<file path="config.mk">
export PLATFORM = sky130hd
export DESIGN_NAME = tmon_multi_slave
export DESIGN_NICKNAME = d
export VERILOG_FILES = /design/src/rtl/tmon_pkg.sv /design/src/rtl/tmon_chan_buf.sv /design/src/rtl/tmon_multi_slave.sv
export SDC_FILE = /design/constraint.sdc
export NUM_CORES = 2
export LEC_CHECK = 0
export BUFFER_PORTS_ARGS = -buffer_cell sky130_fd_sc_hd__buf_2
export CORE_ASPECT_RATIO = 0.75
export CORE_MARGIN = 2
export CORE_UTILIZATION = 58
export CTS_BUF_LIST = sky130_fd_sc_hd__clkbuf_8
export DETAILED_ROUTE_END_ITERATION = 6
export PLACE_DENSITY = 0.74
export SLEW_MARGIN = 25
export SYNTH_ARGS = -nofsm -noshare
export SYNTH_HDL_FRONTEND = slang
export SYNTH_SLANG_ARGS = --single-unit
</file>
<file path="constraint.sdc">
create_clock -name clk -period 11.2 [get_ports clk]
set_input_delay 0.56 -clock clk [delete_from_list [all_inputs] [get_ports clk]]
set_output_delay 0.56 -clock clk [all_outputs]
set_load 0.01 [all_outputs]
</file>
<file path="src/rtl/tmon_pkg.sv">
`default_nettype none
// +----------------------------------------------------------------------+
// | Module   : tmon_pkg                                                  |
// | Purpose  : Shared types for the temperature-monitor slave: command   |
// |            opcodes, per-channel status codes and controller states.  |
// | Revision : 1.0  initial release                                      |
// +----------------------------------------------------------------------+
package tmon_pkg;

  // Command opcodes; encodings 8..15 all behave as NOOP.
  typedef enum logic [3:0] {
    OP_CLEAR      = 4'd0,
    OP_SET_PERIOD = 4'd1,
    OP_SET_HI     = 4'd2,
    OP_SET_LO     = 4'd3,
    OP_RD_MAX     = 4'd4,
    OP_RD_MIN     = 4'd5,
    OP_RD_AGE     = 4'd6,
    OP_RD_AVG     = 4'd7,
    OP_NOOP       = 4'd8
  } tmon_op_t;

  // Per-channel threshold status.
  typedef enum logic [1:0] {
    ST_OK   = 2'd0,
    ST_HIGH = 2'd1,
    ST_LOW  = 2'd2
  } tmon_status_t;

  // Command controller states.
  typedef enum logic [1:0] {
    S_IDLE = 2'd0,
    S_EXEC = 2'd1,
    S_RESP = 2'd2
  } tmon_state_t;

endpackage
`default_nettype wire

</file>
<file path="src/rtl/tmon_chan_buf.sv">
`default_nettype none
// +----------------------------------------------------------------------+
// | Module   : tmon_chan_buf                                             |
// | Purpose  : One channel's sample history: ring buffer, fill count,    |
// |            running sum over the window and max/min since clear.      |
// | Revision : 1.0  initial release                                      |
// +----------------------------------------------------------------------+
module tmon_chan_buf
  import tmon_pkg::*;
#(
  parameter int DW    = 8,
  parameter int DEPTH = 16
) (
  input  logic                   clk,
  input  logic                   reset,
  input  logic                   sample,
  input  logic                   clear,
  input  logic [DW-1:0]          din,
  input  logic [$clog2(DEPTH)-1:0] age,
  output logic [$clog2(DEPTH):0] count,
  output logic [DW-1:0]          max_val,
  output logic [DW-1:0]          min_val,
  output logic [DW-1:0]          age_data,
  output logic [DW-1:0]          avg
);
  localparam int AW = $clog2(DEPTH);
  localparam logic [AW:0]   FULL_CNT = (AW+1)'(DEPTH);
  localparam logic [AW-1:0] PTR_ONE  = AW'(1);
  localparam logic [AW:0]   CNT_ONE  = (AW+1)'(1);

  logic [DW-1:0]    ring [DEPTH];
  logic [AW-1:0]    wptr;
  logic [DW+AW-1:0] sum;
  logic [DW+AW-1:0] evict;
  logic             full;
  logic             take;

  // Clear wins over a coincident sample, which is then dropped.
  assign take     = sample && !clear;
  assign full     = (count == FULL_CNT);
  assign evict    = full ? {{AW{1'b0}}, ring[wptr]} : '0;
  assign age_data = ring[wptr - PTR_ONE - age];
  assign avg      = sum[DW+AW-1:AW];

  // Ring storage carries no reset; validity is tracked by count.
  always_ff @(posedge clk) begin
    if (take) ring[wptr] <= din;
  end

  // Pointer, fill count, window sum and extremes.
  always_ff @(posedge clk or posedge reset) begin
    if (reset) begin
      wptr    <= '0;
      count   <= '0;
      sum     <= '0;
      max_val <= '0;
      min_val <= '0;
    end else if (clear) begin
      wptr    <= '0;
      count   <= '0;
      sum     <= '0;
      max_val <= '0;
      min_val <= '0;
    end else if (sample) begin
      wptr <= wptr + PTR_ONE;
      if (!full) count <= count + CNT_ONE;
      sum <= sum + {{AW{1'b0}}, din} - evict;
      if (count == '0 || din > max_val) max_val <= din;
      if (count == '0 || din < min_val) min_val <= din;
    end
  end

endmodule
`default_nettype wire

</file>
<file path="src/rtl/tmon_multi_slave.sv">
`default_nettype none
// +----------------------------------------------------------------------+
// | Module   : tmon_multi_slave                                          |
// | Purpose  : Multi-channel temperature monitor with a command/response |
// |            slave port, periodic sampling into per-channel history    |
// |            buffers and registered HIGH/LOW threshold status.         |
// | Options  : TMON_HYST_EN enables threshold hysteresis of HYST LSBs.   |
// | Revision : 1.0  initial release                                      |
// +----------------------------------------------------------------------+
module tmon_multi_slave
  import tmon_pkg::*;
#(
  parameter int NCH   = 4,
  parameter int DW    = 8,
  parameter int DEPTH = 16,
  parameter int HYST  = 2
) (
  input  logic              clk,
  input  logic              reset,
  input  logic              tick,
  input  logic [NCH*DW-1:0] temp,
  input  logic              cmd_valid,
  output logic              cmd_ready,
  input  logic [3:0]        cmd_op,
  input  logic [3:0]        cmd_chan,
  input  logic [7:0]        cmd_opnd,
  output logic              rsp_valid,
  input  logic              rsp_ready,
  output logic [DW-1:0]     rsp_data,
  output logic              rsp_err,
  output logic [NCH*2-1:0]  status
);
  localparam int AW = $clog2(DEPTH);
  localparam int CW = AW + 1;
  localparam logic [CW-1:0] FULL_CNT = CW'(DEPTH);
`ifdef TMON_HYST_EN
  localparam bit HYST_ON = 1'b1;
`else
  localparam bit HYST_ON = 1'b0;
`endif
  // A zero hysteresis band reduces the status logic to plain compares.
  localparam logic [DW-1:0] HYST_V = HYST_ON ? DW'(HYST) : '0;

  tmon_state_t state, state_nx;
  tmon_op_t    op_r;
  logic [3:0]  chan_r;
  logic [7:0]  opnd_r;
  logic [7:0]  period, tick_cnt;
  logic [DW-1:0] hi_r [NCH];
  logic [DW-1:0] lo_r [NCH];
  logic        accept, exec, sample, chan_bad;

  logic [NCH*CW-1:0] ch_cnt_v;
  logic [NCH*DW-1:0] ch_max_v, ch_min_v, ch_age_v, ch_avg_v;

  logic [CW-1:0] sel_cnt;
  logic [DW-1:0] sel_max, sel_min, sel_age, sel_avg;
  logic [DW-1:0] data_nx;
  logic          err_nx;

  // State register; asynchronous reset aborts any command in flight.
  always_ff @(posedge clk or posedge reset) begin
    if (reset) state <= S_IDLE;
    else       state <= state_nx;
  end

  // Next state and handshake outputs.
  always_comb begin
    state_nx  = state;
    cmd_ready = 1'b0;
    rsp_valid = 1'b0;
    exec      = 1'b0;
    case (state)
      S_IDLE: begin
        cmd_ready = 1'b1;
        if (cmd_valid) state_nx = S_EXEC;
      end
      S_EXEC: begin
        exec     = 1'b1;
        state_nx = S_RESP;
      end
      S_RESP: begin
        rsp_valid = 1'b1;
        if (rsp_ready) state_nx = S_IDLE;
      end
      default: state_nx = S_IDLE;
    endcase
  end

  assign accept   = cmd_valid && cmd_ready;
  assign chan_bad = ({1'b0, chan_r} >= 5'(NCH));
  // Sample interval is period+1 ticks; period 0 samples every tick.
  assign sample   = tick && (tick_cnt >= period);

  // Capture the command at acceptance.
  always_ff @(posedge clk or posedge reset) begin
    if (reset) begin
      op_r   <= OP_NOOP;
      chan_r <= '0;
      opnd_r <= '0;
    end else if (accept) begin
      op_r   <= tmon_op_t'(cmd_op);
      chan_r <= cmd_chan;
      opnd_r <= cmd_opnd;
    end
  end

  // Tick divider.
  always_ff @(posedge clk or posedge reset) begin
    if (reset)     tick_cnt <= '0;
    else if (tick) tick_cnt <= sample ? 8'd0 : tick_cnt + 8'd1;
  end

  // Configuration writes, performed in the EXEC cycle.
  always_ff @(posedge clk or posedge reset) begin
    if (reset) begin
      period <= '0;
      for (int c = 0; c < NCH; c++) begin
        hi_r[c] <= '1;
        lo_r[c] <= '0;
      end
    end else if (exec) begin
      if (op_r == OP_SET_PERIOD) period <= opnd_r;
      for (int c = 0; c < NCH; c++) begin
        if (chan_r == 4'(c)) begin
          if (op_r == OP_SET_HI) hi_r[c] <= DW'(opnd_r);
          if (op_r == OP_SET_LO) lo_r[c] <= DW'(opnd_r);
        end
      end
    end
  end

  // Per-channel history buffers and threshold status.
  for (genvar c = 0; c < NCH; c++) begin : g_chan
    logic            clr;
    logic [DW-1:0]   t;
    logic [DW:0]     hi_d, lo_s;
    logic [DW-1:0]   hi_m, lo_p;
    tmon_status_t    st_q, st_nx;

    assign clr  = exec && (op_r == OP_CLEAR) && (chan_r == 4'(c));
    assign t    = temp[c*DW +: DW];

    tmon_chan_buf #(.DW(DW), .DEPTH(DEPTH)) u_buf (
      .clk      (clk),
      .reset    (reset),
      .sample   (sample),
      .clear    (clr),
      .din      (t),
      .age      (opnd_r[AW-1:0]),
      .count    (ch_cnt_v[c*CW +: CW]),
      .max_val  (ch_max_v[c*DW +: DW]),
      .min_val  (ch_min_v[c*DW +: DW]),
      .age_data (ch_age_v[c*DW +: DW]),
      .avg      (ch_avg_v[c*DW +: DW])
    );

    // Saturating release points of the hysteresis band.
    assign hi_d = {1'b0, hi_r[c]} - {1'b0, HYST_V};
    assign hi_m = hi_d[DW] ? '0 : hi_d[DW-1:0];
    assign lo_s = {1'b0, lo_r[c]} + {1'b0, HYST_V};
    assign lo_p = lo_s[DW] ? '1 : lo_s[DW-1:0];

    // Status classification against the live temperature.
    always_comb begin
      st_nx = ST_OK;
      if (t > hi_r[c])                      st_nx = ST_HIGH;
      else if (st_q == ST_HIGH && t > hi_m) st_nx = ST_HIGH;
      else if (t < lo_r[c])                 st_nx = ST_LOW;
      else if (st_q == ST_LOW && t < lo_p)  st_nx = ST_LOW;
    end

    // Status register, updated every clock.
    always_ff @(posedge clk or posedge reset) begin
      if (reset) st_q <= ST_OK;
      else       st_q <= st_nx;
    end

    assign status[2*c +: 2] = st_q;
  end

  // Response computation from pre-sample buffer state.
  always_comb begin
    sel_cnt = '0;
    sel_max = '0;
    sel_min = '0;
    sel_age = '0;
    sel_avg = '0;
    data_nx = '0;
    err_nx  = 1'b0;
    for (int c = 0; c < NCH; c++) begin
      if (chan_r == 4'(c)) begin
        sel_cnt = ch_cnt_v[c*CW +: CW];
        sel_max = ch_max_v[c*DW +: DW];
        sel_min = ch_min_v[c*DW +: DW];
        sel_age = ch_age_v[c*DW +: DW];
        sel_avg = ch_avg_v[c*DW +: DW];
      end
    end
    case (op_r)
      OP_CLEAR, OP_SET_HI, OP_SET_LO: err_nx = chan_bad;
      OP_RD_MAX: begin
        if (chan_bad || sel_cnt == '0) err_nx = 1'b1;
        else                           data_nx = sel_max;
      end
      OP_RD_MIN: begin
        if (chan_bad || sel_cnt == '0) err_nx = 1'b1;
        else                           data_nx = sel_min;
      end
      OP_RD_AGE: begin
        if (chan_bad || {1'b0, opnd_r} >= 9'(sel_cnt)) err_nx = 1'b1;
        else                                           data_nx = sel_age;
      end
      OP_RD_AVG: begin
        if (chan_bad || sel_cnt != FULL_CNT) err_nx = 1'b1;
        else                                 data_nx = sel_avg;
      end
      default: ;
    endcase
  end

  // Response register, loaded at the end of EXEC and held through RESP.
  always_ff @(posedge clk or posedge reset) begin
    if (reset) begin
      rsp_data <= '0;
      rsp_err  <= 1'b0;
    end else if (exec) begin
      rsp_data <= data_nx;
      rsp_err  <= err_nx;
    end
  end

endmodule
`default_nettype wire

</file>
==> impl_metrics.py <==
metrics = {
    "logic_synthesis": {
        "synthArstFlopShare": 0.339,
        "synthTopCellsByCount": "edfxtp_1, inv_1, mux4_2",
        "yosysUniqueCellTypes": 67,
        "avgSynthCellArea_um2": 13.2,
        "synth_top_area_cell": "edfxtp_1",
        "synth_most_common_cell": "edfxtp_1",
        "syn_area_um2": 42500,
        "synth_ff_type": "edfxtp_1",
        "synth-edff-count": 512,
        "synth_seq_area_share": 0.517,
        "synth-seq-cells": 775,
        "syn_nets": 3518,
        "synth.area.top_cells": "edfxtp_1, mux4_2, dfrtp_1",
        "synth_top_cell_area_share": 0.362,
        "syn_inst": 3211,
        "yosysWarnings": 0,
    },
    "clock_tree": {
        "cts_tree": "done",
        "post-cts-setup-buffers": 0,
        "root_buffer": "clkbuf_8",
        "clock_path_buffers": 3,
        "cts.reportedPaths.clkPinSlew_ns": 0.07,
        "cts_made_buffers": 117,
        "cts_sinks": 775,
        "htree_num_levels": 3,
        "worst_skew_pair.late_latency_ns": 0.79,
    },
    "grt": {
        "grt_max_degree": 146,
        "grt_first_pass_wirelength_mm": 174,
        "grt_usage": 0.311,
        "grt_pass1_vias": 28600,
        "antenna_found_initial": 3,
        "overflow": 0,
    },
    "timing": {
        "worst_pin_slew_ns": 1.09,
        "relSlewSlack": 0.267,
        "setup_tns_ns": 0,
        "hold_violations": 0,
        "finalCriticalPeriod_ns": 4.89,
        "finalSetupViolations": 0,
        "report.final.slew_viol_count": 0,
        "worst_slack_ns": 6.31,
        "clock.fmax_ghz": 0.205,
        "period_share": 0.436,
        "whs_ns": 0.0453,
        "rsz0062_at_grt": "no",
        "finClkSkew_ns": 0.0863,
    },
    "placement": {
        "dpl.cell_count": 4136,
        "portBuffers": 71,
        "globalplace.congestion": 0.935,
        "place_ws_ns": 6.30,
        "hpwl_mm": 77.2,
        "placed_area_um2": 44000,
    },
    "setup_path": {
        "reg2regPathDepth": 15,
        "crit_buf_inv": 2,
        "reg2reg_to": "g_chan[3].u_buf.sum[10]$_DFFE_PP0P_",
        "startpoint_type": "flip-flop",
        "cp.required_ns": 11.87,
        "crit_path_end_kind": "flip-flop",
        "path_max_fanout": 20,
        "slowest_delay_ns": 0.75,
        "worst_ep_arrival_time_ns": 5.55,
        "reg2reg_slack_ns": 6.31,
        "cp_top_family": "compound AO/OA/AOI/OAI gates",
        "cp_cell_sequence": "buf_4, mux4_2, mux4_2, nor2b_1, ha_1, inv_1, ha_1, fa_1, a21oi_1, o211ai_1, o41ai_1, o21ai_0, xor2_1, nand2_1, a21oi_1",
        "crit_path_top_delay_cell": "dfrtp_2",
        "crit_type": "reg -> reg",
        "reg2reg_from": "g_chan[3].u_buf.wptr[0]$_DFFE_PP0P_",
    },
    "finish": {
        "diodes": 0,
        "drive_above_1_share": 0.213,
        "stdcell_area_um2": 46600,
        "fin_util": 0.646,
        "syn2layout_area_growth_pct": 9.63,
        "finalNetCount": 3619,
        "fin_cells": 4370,
    },
    "power_and_ir_drop": {
        "pwr-share-seq": 0.281,
        "p_leak_nw": 18.2,
        "vdd_drop_max_mv": 0.278,
        "swShare": 0.427,
        "p_int_mw": 8.39,
        "power_frac_clock": 0.165,
        "powerDensity_nw_per_um2": 314,
        "finalPower_mw": 14.6,
        "pwr-share-comb": 0.554,
        "switching_power_mw": 6.24,
    },
    "worst_hold_path": {
        "min_from": "cmd_opnd[3]",
        "hold_class": "in -> reg",
        "worstHoldPathCells": 2,
        "hold_end": "opnd_r[3]$_DFFE_PP0P_",
    },
    "floorplanning": {
        "die_h_um": 239,
        "die_area_um2": 75500,
        "dieWidth_um": 317,
        "num_io_pins": 72,
        "rows": 85,
        "core-area_um2": 72200,
        "start_util": 0.589,
    },
    "drt": {
        "routed_via_density": 6.43,
        "dr.pass1.iters": 6,
        "ant_nets": 0,
        "routed_wl_mm": 114,
        "vias": 28100,
        "first_iter_violations": 3110,
        "drc": 0,
        "wire_per_inst_um": 26.2,
    },
    "run": {
        "maxCapViolCount": 0,
    },
    "run_status": {
        "status": "finished clean",
    },
}
## how the worst max path moves through the flow
| stage | from | endpoint | slack [ns] | cells after the start |
|---|---|---|---|---|
| floorplan | reset | chan_r[0]$_DFFE_PP0P_ | 3.45 | 1 |
| global placement | g_chan[3].u_buf.wptr[0]$_DFFE_PP0P_ | g_chan[3].u_buf.sum[10]$_DFFE_PP0P_ | 6.35 | 15 |
| detailed placement | g_chan[3].u_buf.wptr[0]$_DFFE_PP0P_ | g_chan[3].u_buf.sum[11]$_DFFE_PP0P_ | 6.30 | 14 |
| CTS | g_chan[3].u_buf.wptr[0]$_DFFE_PP0P_ | g_chan[3].u_buf.sum[10]$_DFFE_PP0P_ | 6.28 | 15 |
| global route | g_chan[3].u_buf.wptr[0]$_DFFE_PP0P_ | g_chan[3].u_buf.sum[10]$_DFFE_PP0P_ | 5.92 | 15 |
| finish | g_chan[3].u_buf.wptr[0]$_DFFE_PP0P_ | g_chan[3].u_buf.sum[10]$_DFFE_PP0P_ | 6.31 | 15 |
## cell type report
type / instances / area, um2
fill: 5113 / 25600
clock buffer: 129 / 1780
sequential: 775 / 22000
timing repair buffer: 144 / 956
inverter: 295 / 1110
clock inverter: 91 / 623
multi-input combinational: 1979 / 18900
tap: 957 / 1200
## sequential cells by signal, summed over array words and instances, names as in the netlist
signal	cells
period	8
g_chan.st_q	8
g_chan.u_buf.max_val	32
rsp_err	1
lo_r	32
g_chan.u_buf.min_val	32
chan_r	4
hi_r	32
tick_cnt	8
rsp_data	8
g_chan.u_buf.ring	512
g_chan.u_buf.count	20
g_chan.u_buf.sum	48
opnd_r	8
state	2
g_chan.u_buf.wptr	16
op_r	4
## power by group through the flow
stage	Combinational, mW	Sequential (mW)	Clock [mW]
floorplan	5.89	3.83	0
global placement	7.72	4.11	0
detailed placement	7.97	4.14	0
CTS	8.01	4.09	2.44
global route	8.69	4.16	2.57
finish	8.10	4.11	2.42
## logic make-up after synthesis
family | count (synthesis) | synth area share
xor+xnor | 67 | 0.0138
fa+ha+maj | 254 | 0.0811
compound gates | 479 | 0.0719
buf+inv | 457 | 0.0411
flops | 775 | 0.517
mux | 476 | 0.201
simple gates | 703 | 0.0741
## what timing repair did
item                      in CTS  in global routing
hold buffers                  13                  0
resized for setup              0                  0
hold endpoints to repair      40                  0
## per-layer routing
| layer | GRT usage | share of wire |
|---|---|---|
| met1 | 0.447 | 0.41 |
| met5 | 0 | 0.00027 |
| met4 | 0.0845 | 0.027 |
| met3 | 0.0745 | 0.10 |
| met2 | 0.479 | 0.46 |
## cell usage in the layout (no fill, tap or decap), types with 28 or more instances in the layout
master,synthesis,layout
fa_1,36,36
nand3_1,40,40
nand2b_1,29,29
nor3_1,49,40
a21oi_1,160,160
buf_4,0,58
dfstp_2,33,33
ha_1,218,214
nor2_1,179,164
nor2b_1,51,51
o22ai_1,31,31
mux4_2,294,294
clkbuf_8,0,129
nand2_1,286,285
a21o_1,46,46
xnor2_1,40,35
inv_1,295,333
dfrtp_1,230,223
buf_2,13,71
edfxtp_1,512,512
a211oi_1,31,30
mux2_2,51,51
o21a_1,28,28
mux2i_1,129,129
o21ai_0,91,91
No activity file was read; power rests on OpenSTA's default activity.
